**src/rtl/muldiv_pkg.sv**
```systemverilog
// Shared types and constants for the iterative multiply/divide unit.
package muldiv_pkg;

    typedef enum logic [1:0] {
        OP_MULT  = 2'b00,
        OP_MULTU = 2'b01,
        OP_DIV   = 2'b10,
        OP_DIVU  = 2'b11
    } op_t;

    typedef enum logic [1:0] {
        IDLE,
        PREP,
        RUN,
        FIX
    } state_t;

    localparam int          ITERS     = 32;
    localparam logic [31:0] DIV0_QUOT = 32'hFFFF_FFFF;

    function automatic logic op_is_signed(input op_t op);
        return ~op[0];
    endfunction

    function automatic logic op_is_div(input op_t op);
        return op[1];
    endfunction

endpackage

```
**src/rtl/cond_neg32.sv**
```systemverilog
// Conditional two's-complement negate: y = neg ? -x : x.
// Purely combinational, no latency, no flow control.
module cond_neg32 (
    input  logic [31:0] x,
    input  logic        neg,
    output logic [31:0] y
);

    assign y = neg ? -x : x;

endmodule

```
**src/rtl/muldiv32.sv**
```systemverilog
// Radix-2 multiply / restoring divide owning HI/LO; START..DONE is 34 edges.
// START is ignored while BUSY; defining MULDIV32_ABORT_EN adds the ABORT input.
module muldiv32
    import muldiv_pkg::*;
#(
    parameter int WIDTH = 32
) (
    input  logic             CLK,
    input  logic             RST_N,
    input  logic             START,
    input  logic [1:0]       OP,
    input  logic [WIDTH-1:0] A,
    input  logic [WIDTH-1:0] B,
    input  logic             MTHI,
    input  logic             MTLO,
    input  logic [WIDTH-1:0] WDATA,
`ifdef MULDIV32_ABORT_EN
    input  logic             ABORT,
`endif
    output logic [WIDTH-1:0] HI,
    output logic [WIDTH-1:0] LO,
    output logic             BUSY,
    output logic             DONE,
    output logic             DIV0
);

    localparam int CW = $clog2(ITERS);

    state_t           state;
    op_t              op_q;
    logic [WIDTH-1:0] a_q, b_q, bop, hi_acc, lo_acc;
    logic             res_neg, rem_neg, b_zero;
    logic [CW-1:0]    cnt;

    logic             is_div, sa, sb;
    logic [WIDTH:0]   mul_sum, div_shift;
    logic             div_ge;
    logic [WIDTH-1:0] div_diff;
    logic [WIDTH-1:0] n0_x, n0_y, n1_x, n1_y;
    logic             n0_neg, n1_neg;

    assign is_div = op_is_div(op_q);
    assign sa     = op_is_signed(op_q) & a_q[WIDTH-1];
    assign sb     = op_is_signed(op_q) & b_q[WIDTH-1];

    // hi_acc:lo_acc is the running product (multiplier shifts out of lo_acc)
    // or remainder:quotient (dividend shifts out of lo_acc).
    assign mul_sum   = {1'b0, hi_acc} + {1'b0, (lo_acc[0] ? bop : '0)};
    assign div_shift = {hi_acc, lo_acc[WIDTH-1]};
    assign div_ge    = div_shift >= {1'b0, bop};
    assign div_diff  = div_shift[WIDTH-1:0] - bop;

    // The two negators are shared: operand magnitudes in PREP, result sign fix in FIX.
    // A 64-bit product negate is -lo, and ~hi plus the carry that only exists when lo==0.
    always_comb begin
        n0_x   = lo_acc;
        n0_neg = res_neg;
        n1_x   = hi_acc;
        n1_neg = rem_neg;
        if (state == PREP) begin
            n0_x   = a_q;
            n0_neg = sa;
            n1_x   = b_q;
            n1_neg = sb;
        end else if (!is_div) begin
            n1_x   = (res_neg && lo_acc != '0) ? ~hi_acc : hi_acc;
            n1_neg = res_neg && lo_acc == '0;
        end
    end

    cond_neg32 u_neg0 (.x(n0_x), .neg(n0_neg), .y(n0_y));
    cond_neg32 u_neg1 (.x(n1_x), .neg(n1_neg), .y(n1_y));

    always_ff @(posedge CLK or negedge RST_N) begin
        if (!RST_N) begin
            state   <= IDLE;
            op_q    <= OP_MULT;
            a_q     <= '0;
            b_q     <= '0;
            bop     <= '0;
            hi_acc  <= '0;
            lo_acc  <= '0;
            res_neg <= 1'b0;
            rem_neg <= 1'b0;
            b_zero  <= 1'b0;
            cnt     <= '0;
            HI      <= '0;
            LO      <= '0;
            BUSY    <= 1'b0;
            DONE    <= 1'b0;
            DIV0    <= 1'b0;
        end else begin
            DONE <= 1'b0;
`ifdef MULDIV32_ABORT_EN
            if (ABORT && state != IDLE) begin
                state <= IDLE;
                BUSY  <= 1'b0;
            end else begin
`else
            begin
`endif
                case (state)
                    IDLE: begin
                        if (START) begin
                            state <= PREP;
                            BUSY  <= 1'b1;
                            op_q  <= op_t'(OP);
                            a_q   <= A;
                            b_q   <= B;
                            DIV0  <= 1'b0;
                        end else begin
                            if (MTHI) HI <= WDATA;
                            if (MTLO) LO <= WDATA;
                        end
                    end
                    PREP: begin
                        lo_acc  <= n0_y;
                        bop     <= n1_y;
                        hi_acc  <= '0;
                        res_neg <= sa ^ sb;
                        rem_neg <= sa;
                        b_zero  <= (b_q == '0);
                        cnt     <= '0;
                        state   <= RUN;
                    end
                    RUN: begin
                        if (is_div) begin
                            hi_acc <= div_ge ? div_diff : div_shift[WIDTH-1:0];
                            lo_acc <= {lo_acc[WIDTH-2:0], div_ge};
                        end else begin
                            hi_acc <= mul_sum[WIDTH:1];
                            lo_acc <= {mul_sum[0], lo_acc[WIDTH-1:1]};
                        end
                        cnt <= cnt + 1'b1;
                        if (cnt == CW'(ITERS - 1)) state <= FIX;
                    end
                    FIX: begin
                        state <= IDLE;
                        BUSY  <= 1'b0;
                        DONE  <= 1'b1;
                        if (is_div && b_zero) begin
                            LO   <= DIV0_QUOT;
                            HI   <= a_q;
                            DIV0 <= 1'b1;
                        end else begin
                            LO <= n0_y;
                            HI <= n1_y;
                        end
                    end
                    default: state <= IDLE;
                endcase
            end
        end
    end

endmodule

```
**config.mk**
```make
export PLATFORM = sky130hd
export DESIGN_NAME = muldiv32
export DESIGN_NICKNAME = d
export VERILOG_FILES = /design/src/rtl/muldiv_pkg.sv /design/src/rtl/cond_neg32.sv /design/src/rtl/muldiv32.sv
export SDC_FILE = /design/constraint.sdc
export NUM_CORES = 1
export LEC_CHECK = 0
export ABC_CLOCK_PERIOD_IN_PS = 5850
export BUFFER_PORTS_ARGS = -buffer_cell sky130_fd_sc_hd__buf_2
export CAP_MARGIN = 25
export CORE_UTILIZATION = 61
export CTS_CLUSTER_SIZE = 24
export DETAILED_ROUTE_END_ITERATION = 7
export GPL_TIMING_DRIVEN = 0
export HOLD_SLACK_MARGIN = 0.05
export PLACE_DENSITY = 0.92
export SYNTH_ARGS = -nofsm -noshare
export SYNTH_HDL_FRONTEND = slang
export SYNTH_SLANG_ARGS = --single-unit
export TNS_END_PERCENT = 5
```
**constraint.sdc**
```tcl
create_clock -name CLK -period 5.85 [get_ports CLK]
set_input_delay 1.17 -clock CLK [delete_from_list [all_inputs] [get_ports CLK]]
set_output_delay 1.17 -clock CLK [all_outputs]
set_load 0.02 [all_outputs]
```
==> qor.txt <==
number of buffers and inverters on the critical path: 6
Final Cell Area: 20130 um^2
vertical die dimension: 172.8 um
Cell Chain, Critical Path: buf_6 > nor4_2 > and4_2 > buf_6 > a21oi_4 > clkbuf_4 > clkbuf_4 > clkbuf_4 > xnor2_1 > nor2_1 > a21oi_1 > ha_1 > nand2_1 > a2111oi_0 > or3_1 > and2_1 > buf_2 > nor4b_4 > nand2_1 > o31ai_1 > mux2_2 > o21ai_0
initial antenna violation count: 1
cell type with the largest total area after synthesis: sky130_fd_sc_hd__dfrtp_1
share of flip-flops with an asynchronous set or reset after synthesis: 100.0%
Met2 Wirelength: 29.14 mm
simple-gate portion of the synthesized area: 16.35%
final count of pins violating max slew: 0
area of placed instances: 19200 um^2
crit share post-route: 98.22%
number of global-route vias before repair: 17980
count of synthesis-stage warnings from yosys: 0
synthesized net count: 2297
length in cells of the worst reg-to-reg path: 22
global-route usage over all layers: 45.21%
xor/xnor cell area share of the yosys netlist: 7.239%
Detail Route Antenna Nets: 0
top fanout value on the critical path: 10
routed wire length per instance: 25.15 um
Pre-Repair DR Iteration Count: 6
Avg Synthesized Cell Area: 8.390 um^2
worst slack at placement: -1294 ps
Sequential Area: 5982 um^2
number of enable-type register cells in the synthesized netlist: 0
worst-case clock buffer depth: 3
actual slew at the worst max-slew pin: 1025 ps
Achievable Freq: 0.1740 GHz
initial detailed-routing violation count: 2787
via count: 18950
Synth Area in Adders: 5.290%
Via-to-Cell Ratio: 6.967
TritonCTS clock tree: yes
summed negative setup slack over all endpoints: 0 ps
total standard cell area after synthesis: 17790 um^2
fraction of the mapped netlist area in compound gates: 24.35%
Post-Syn Instances: 2120
final std cells w/o fill: 2720
CTS clock-pin slew for the worst setup and hold paths: 70 ps
sum of overflow across all layers after global routing: 0
slowest cell delay on critical path: 440 ps
clock sink total: 239
total length of routed wires: 68.42 mm
maximum level of the CTS H-tree: 1
Top Metal Used: met5
most common flop cell mapped by yosys: sky130_fd_sc_hd__dfrtp_1
cell depth of the worst hold path: 2
arrival time reported for the critical path endpoint: 6200 ps
floorplan row count: 62
Multi-input gate area: 10930 um^2
top cell family by delay on the critical path: simple AND/OR/NAND/NOR gates
weighted congestion at the end of routability-driven global placement: 1.041
synthesis-stage register bit count: 239
Distinct cells, synth: 85
run status: finished clean
setup repair after global routing missed its margin: no
core box area: 28700 um^2
# IOs: 170
routed length on met3: 8.582 mm
width of the chip: 172.8 um
count of filler cells inserted in the layout: 2320
relative area change from synthesis to final layout: 13.16%
final routed DRC violation total: 0
worst skew pair latency: 560 ps
total of buffers placed on input and output ports: 169
final number of hold-violating endpoints: 0
minimum setup slack in the final design: 104.0 ps
post-CTS setup buffers: 0
clock buffer count from CTS: 26
largest family of logic cells by synthesized area: compound AO/OA/AOI/OAI gates
setup-violating endpoint count in the final report: 0
worst-path cell with the longest stage delay: sky130_fd_sc_hd__nor4_2
Metal-1 WL: 27.02 mm
Root Buffer: sky130_fd_sc_hd__clkbuf_16
sum of net half-perimeters after detailed placement: 52.68 mm
kind of start point of the critical path: flip-flop
share of final-layout standard cells stronger than drive strength 1: 14.81%
critical path's most frequent cell: sky130_fd_sc_hd__clkbuf_4
power density relative to cell area: 732.9 nW/um^2
IR drop worst, VDD: 368.9 uV
LEAKAGE: 8.676 nW
area share of the largest cell type after synthesis: 33.63%
Post-Place Cells: 2676
Final Critical Period: 5746 ps
critical path data required time: 6300 ps
initial core utilization: 61.97%
full die area: 29840 um^2
number of cells on the critical path: 22
number of nets at the end of the flow: 2493
top area cells in the synthesized netlist: sky130_fd_sc_hd__dfrtp_1 34%, sky130_fd_sc_hd__o21ai_0 5.9%, sky130_fd_sc_hd__xnor2_1 5.6%
Seq/Total Area, Yosys: 33.63%
Critical Path End Type: flip-flop
wire length of the first global-routing pass: 104.5 mm
fin util: 70.12%
mux contribution to synthesized area: 7.731%
Inserted Diodes: 0
Max-slew headroom: 31.68%
worst min path class: reg -> reg
Clock Skew: 17.72 ps
maximum number of pins on one net before global-route repair: 84
number of maximum-capacitance constraint violations: 0
Setup CP Type: reg -> reg
## cell families after synthesis
kind of cell    Yosys count
compound gates          698
simple gates            590
buf+inv                 244
flops                   239
xor+xnor                147
mux                     128
fa+ha+maj                74
## cells in the final DEF (no fill, tap or decap), types with 23 or more instances in the layout
cell and n:
sky130_fd_sc_hd__nand2_1 201, sky130_fd_sc_hd__o21ai_0 211, sky130_fd_sc_hd__clkbuf_16 27, sky130_fd_sc_hd__a21oi_1 169, sky130_fd_sc_hd__mux2i_1 53, sky130_fd_sc_hd__nor3b_1 23, sky130_fd_sc_hd__ha_1 72, sky130_fd_sc_hd__a31oi_1 29
sky130_fd_sc_hd__and2_1 39, sky130_fd_sc_hd__mux2_2 75, sky130_fd_sc_hd__dfrtp_1 238, sky130_fd_sc_hd__a21o_1 30, sky130_fd_sc_hd__inv_1 109, sky130_fd_sc_hd__buf_2 180, sky130_fd_sc_hd__nor3_1 51, sky130_fd_sc_hd__xor2_1 34
sky130_fd_sc_hd__xnor2_1 113, sky130_fd_sc_hd__o22ai_1 52, sky130_fd_sc_hd__nand3_1 41, sky130_fd_sc_hd__nor2_1 127, sky130_fd_sc_hd__clkbuf_1 102, sky130_fd_sc_hd__o211ai_1 68
## report_power, final
group	internal (mW)	switching [mW]	total (mW)
clock	0.933	0.733	1.67
sequential	2.45	1.05	3.50
combinational	3.37	6.21	9.58
## final timing paths
kind                                       start                   to  slack [ps]
min                           LO[22]$_DFFE_PN0P_   LO[22]$_DFFE_PN0P_         480
max reg2reg                lo_acc[0]$_DFFE_PN0P_  bop[28]$_DFFE_PN0P_         100
min reg2reg                   LO[22]$_DFFE_PN0P_   LO[22]$_DFFE_PN0P_         480
max                        lo_acc[0]$_DFFE_PN0P_  bop[28]$_DFFE_PN0P_         100
min in group asynchronous                  RST_N    HI[2]$_DFFE_PN0P_         590
max in group asynchronous                  RST_N  b_q[22]$_DFFE_PN0P_        4040
## cells in the mapped netlist (8+ instances only)
master                      count
sky130_fd_sc_hd__and3_1        16
sky130_fd_sc_hd__o21a_1        11
sky130_fd_sc_hd__nand3_1       41
sky130_fd_sc_hd__xor2_1        34
sky130_fd_sc_hd__nor2_1       127
sky130_fd_sc_hd__nor3b_1       23
sky130_fd_sc_hd__a21oi_1      169
sky130_fd_sc_hd__xnor2_1      113
sky130_fd_sc_hd__a31oi_1       29
sky130_fd_sc_hd__a211oi_1      13
sky130_fd_sc_hd__nand2b_1      14
sky130_fd_sc_hd__mux2i_1       53
sky130_fd_sc_hd__a221o_1        8
sky130_fd_sc_hd__inv_1        109
sky130_fd_sc_hd__o31ai_1        9
sky130_fd_sc_hd__nor2b_1       12
sky130_fd_sc_hd__clkbuf_1      98
sky130_fd_sc_hd__nand4_1       10
sky130_fd_sc_hd__a21o_1        30
sky130_fd_sc_hd__ha_1          72
sky130_fd_sc_hd__buf_1         16
sky130_fd_sc_hd__dfrtp_1      239
sky130_fd_sc_hd__nor3_1        51
sky130_fd_sc_hd__nor4_1        22
sky130_fd_sc_hd__buf_2         16
sky130_fd_sc_hd__o211ai_1      68
sky130_fd_sc_hd__nand2_1      201
sky130_fd_sc_hd__and2_1        39
sky130_fd_sc_hd__o21ai_0      211
sky130_fd_sc_hd__a2111oi_0      9
sky130_fd_sc_hd__mux2_2        75
sky130_fd_sc_hd__o22ai_1       52
## worst reg2reg max path, cell delays in order (launching register included)
cell	delay, ps
sky130_fd_sc_hd__dfrtp_1	370
sky130_fd_sc_hd__buf_6	160
sky130_fd_sc_hd__nor4_2	440
sky130_fd_sc_hd__and4_2	420
sky130_fd_sc_hd__buf_6	190
sky130_fd_sc_hd__a21oi_4	130
sky130_fd_sc_hd__clkbuf_4	240
sky130_fd_sc_hd__clkbuf_4	260
sky130_fd_sc_hd__clkbuf_4	280
sky130_fd_sc_hd__xnor2_1	170
sky130_fd_sc_hd__nor2_1	60
sky130_fd_sc_hd__a21oi_1	250
sky130_fd_sc_hd__ha_1	240
sky130_fd_sc_hd__nand2_1	90
sky130_fd_sc_hd__a2111oi_0	350
sky130_fd_sc_hd__or3_1	280
sky130_fd_sc_hd__and2_1	160
sky130_fd_sc_hd__buf_2	210
sky130_fd_sc_hd__nor4b_4	290
sky130_fd_sc_hd__nand2_1	200
sky130_fd_sc_hd__o31ai_1	360
sky130_fd_sc_hd__mux2_2	390
sky130_fd_sc_hd__o21ai_0	130
## routing by layer
| metal | track usage, % | vias to the layer above |
|---|---|---|
| met5 | 0 | - |
| met3 | 9.741 | 268 |
| met4 | 22.75 | 2 |
| li1 | - | 8096 |
| met2 | 66.62 | 1464 |
| met1 | 62.89 | 9119 |
## per-stage QoR
stage,power [mW],hold slack [ps]
4_1_cts,14.26,482.7
3_3_place_gp,12.30,464.0
6_report,14.75,479.0
2_1_floorplan,9.471,468.1
3_5_place_dp,12.54,468.7
5_1_grt,15.46,504.1
## cell type report
| class | count | area share [%] |
|---|---|---|
| Clock buffer | 40 | 3.948 |
| Buffer | 129 | 2.723 |
| Clock inverter | 8 | 0.2238 |
| Tap cell | 384 | 2.387 |
| Sequential cell | 239 | 29.72 |
| Inverter | 110 | 2.052 |
| Timing Repair Buffer | 173 | 4.657 |
| Multi-Input combinational cell | 1637 | 54.29 |
## flip-flops by register name, indices dropped and copies added, names as in the netlist
name,cells
DONE,1
bop,32
DIV0,1
HI,32
res_neg,1
state,2
LO,32
a_q,32
op_q,2
lo_acc,32
b_q,32
hi_acc,32
BUSY,1
b_zero,1
rem_neg,1
cnt,5
## timing repair
item / CTS / global route
setup endpoints to repair: 47 / 13
hold buffers: 0 / 0
gates resized for setup: 6 / 16
pin swaps: 0 / 1
Power figures use the tool's default switching activity.
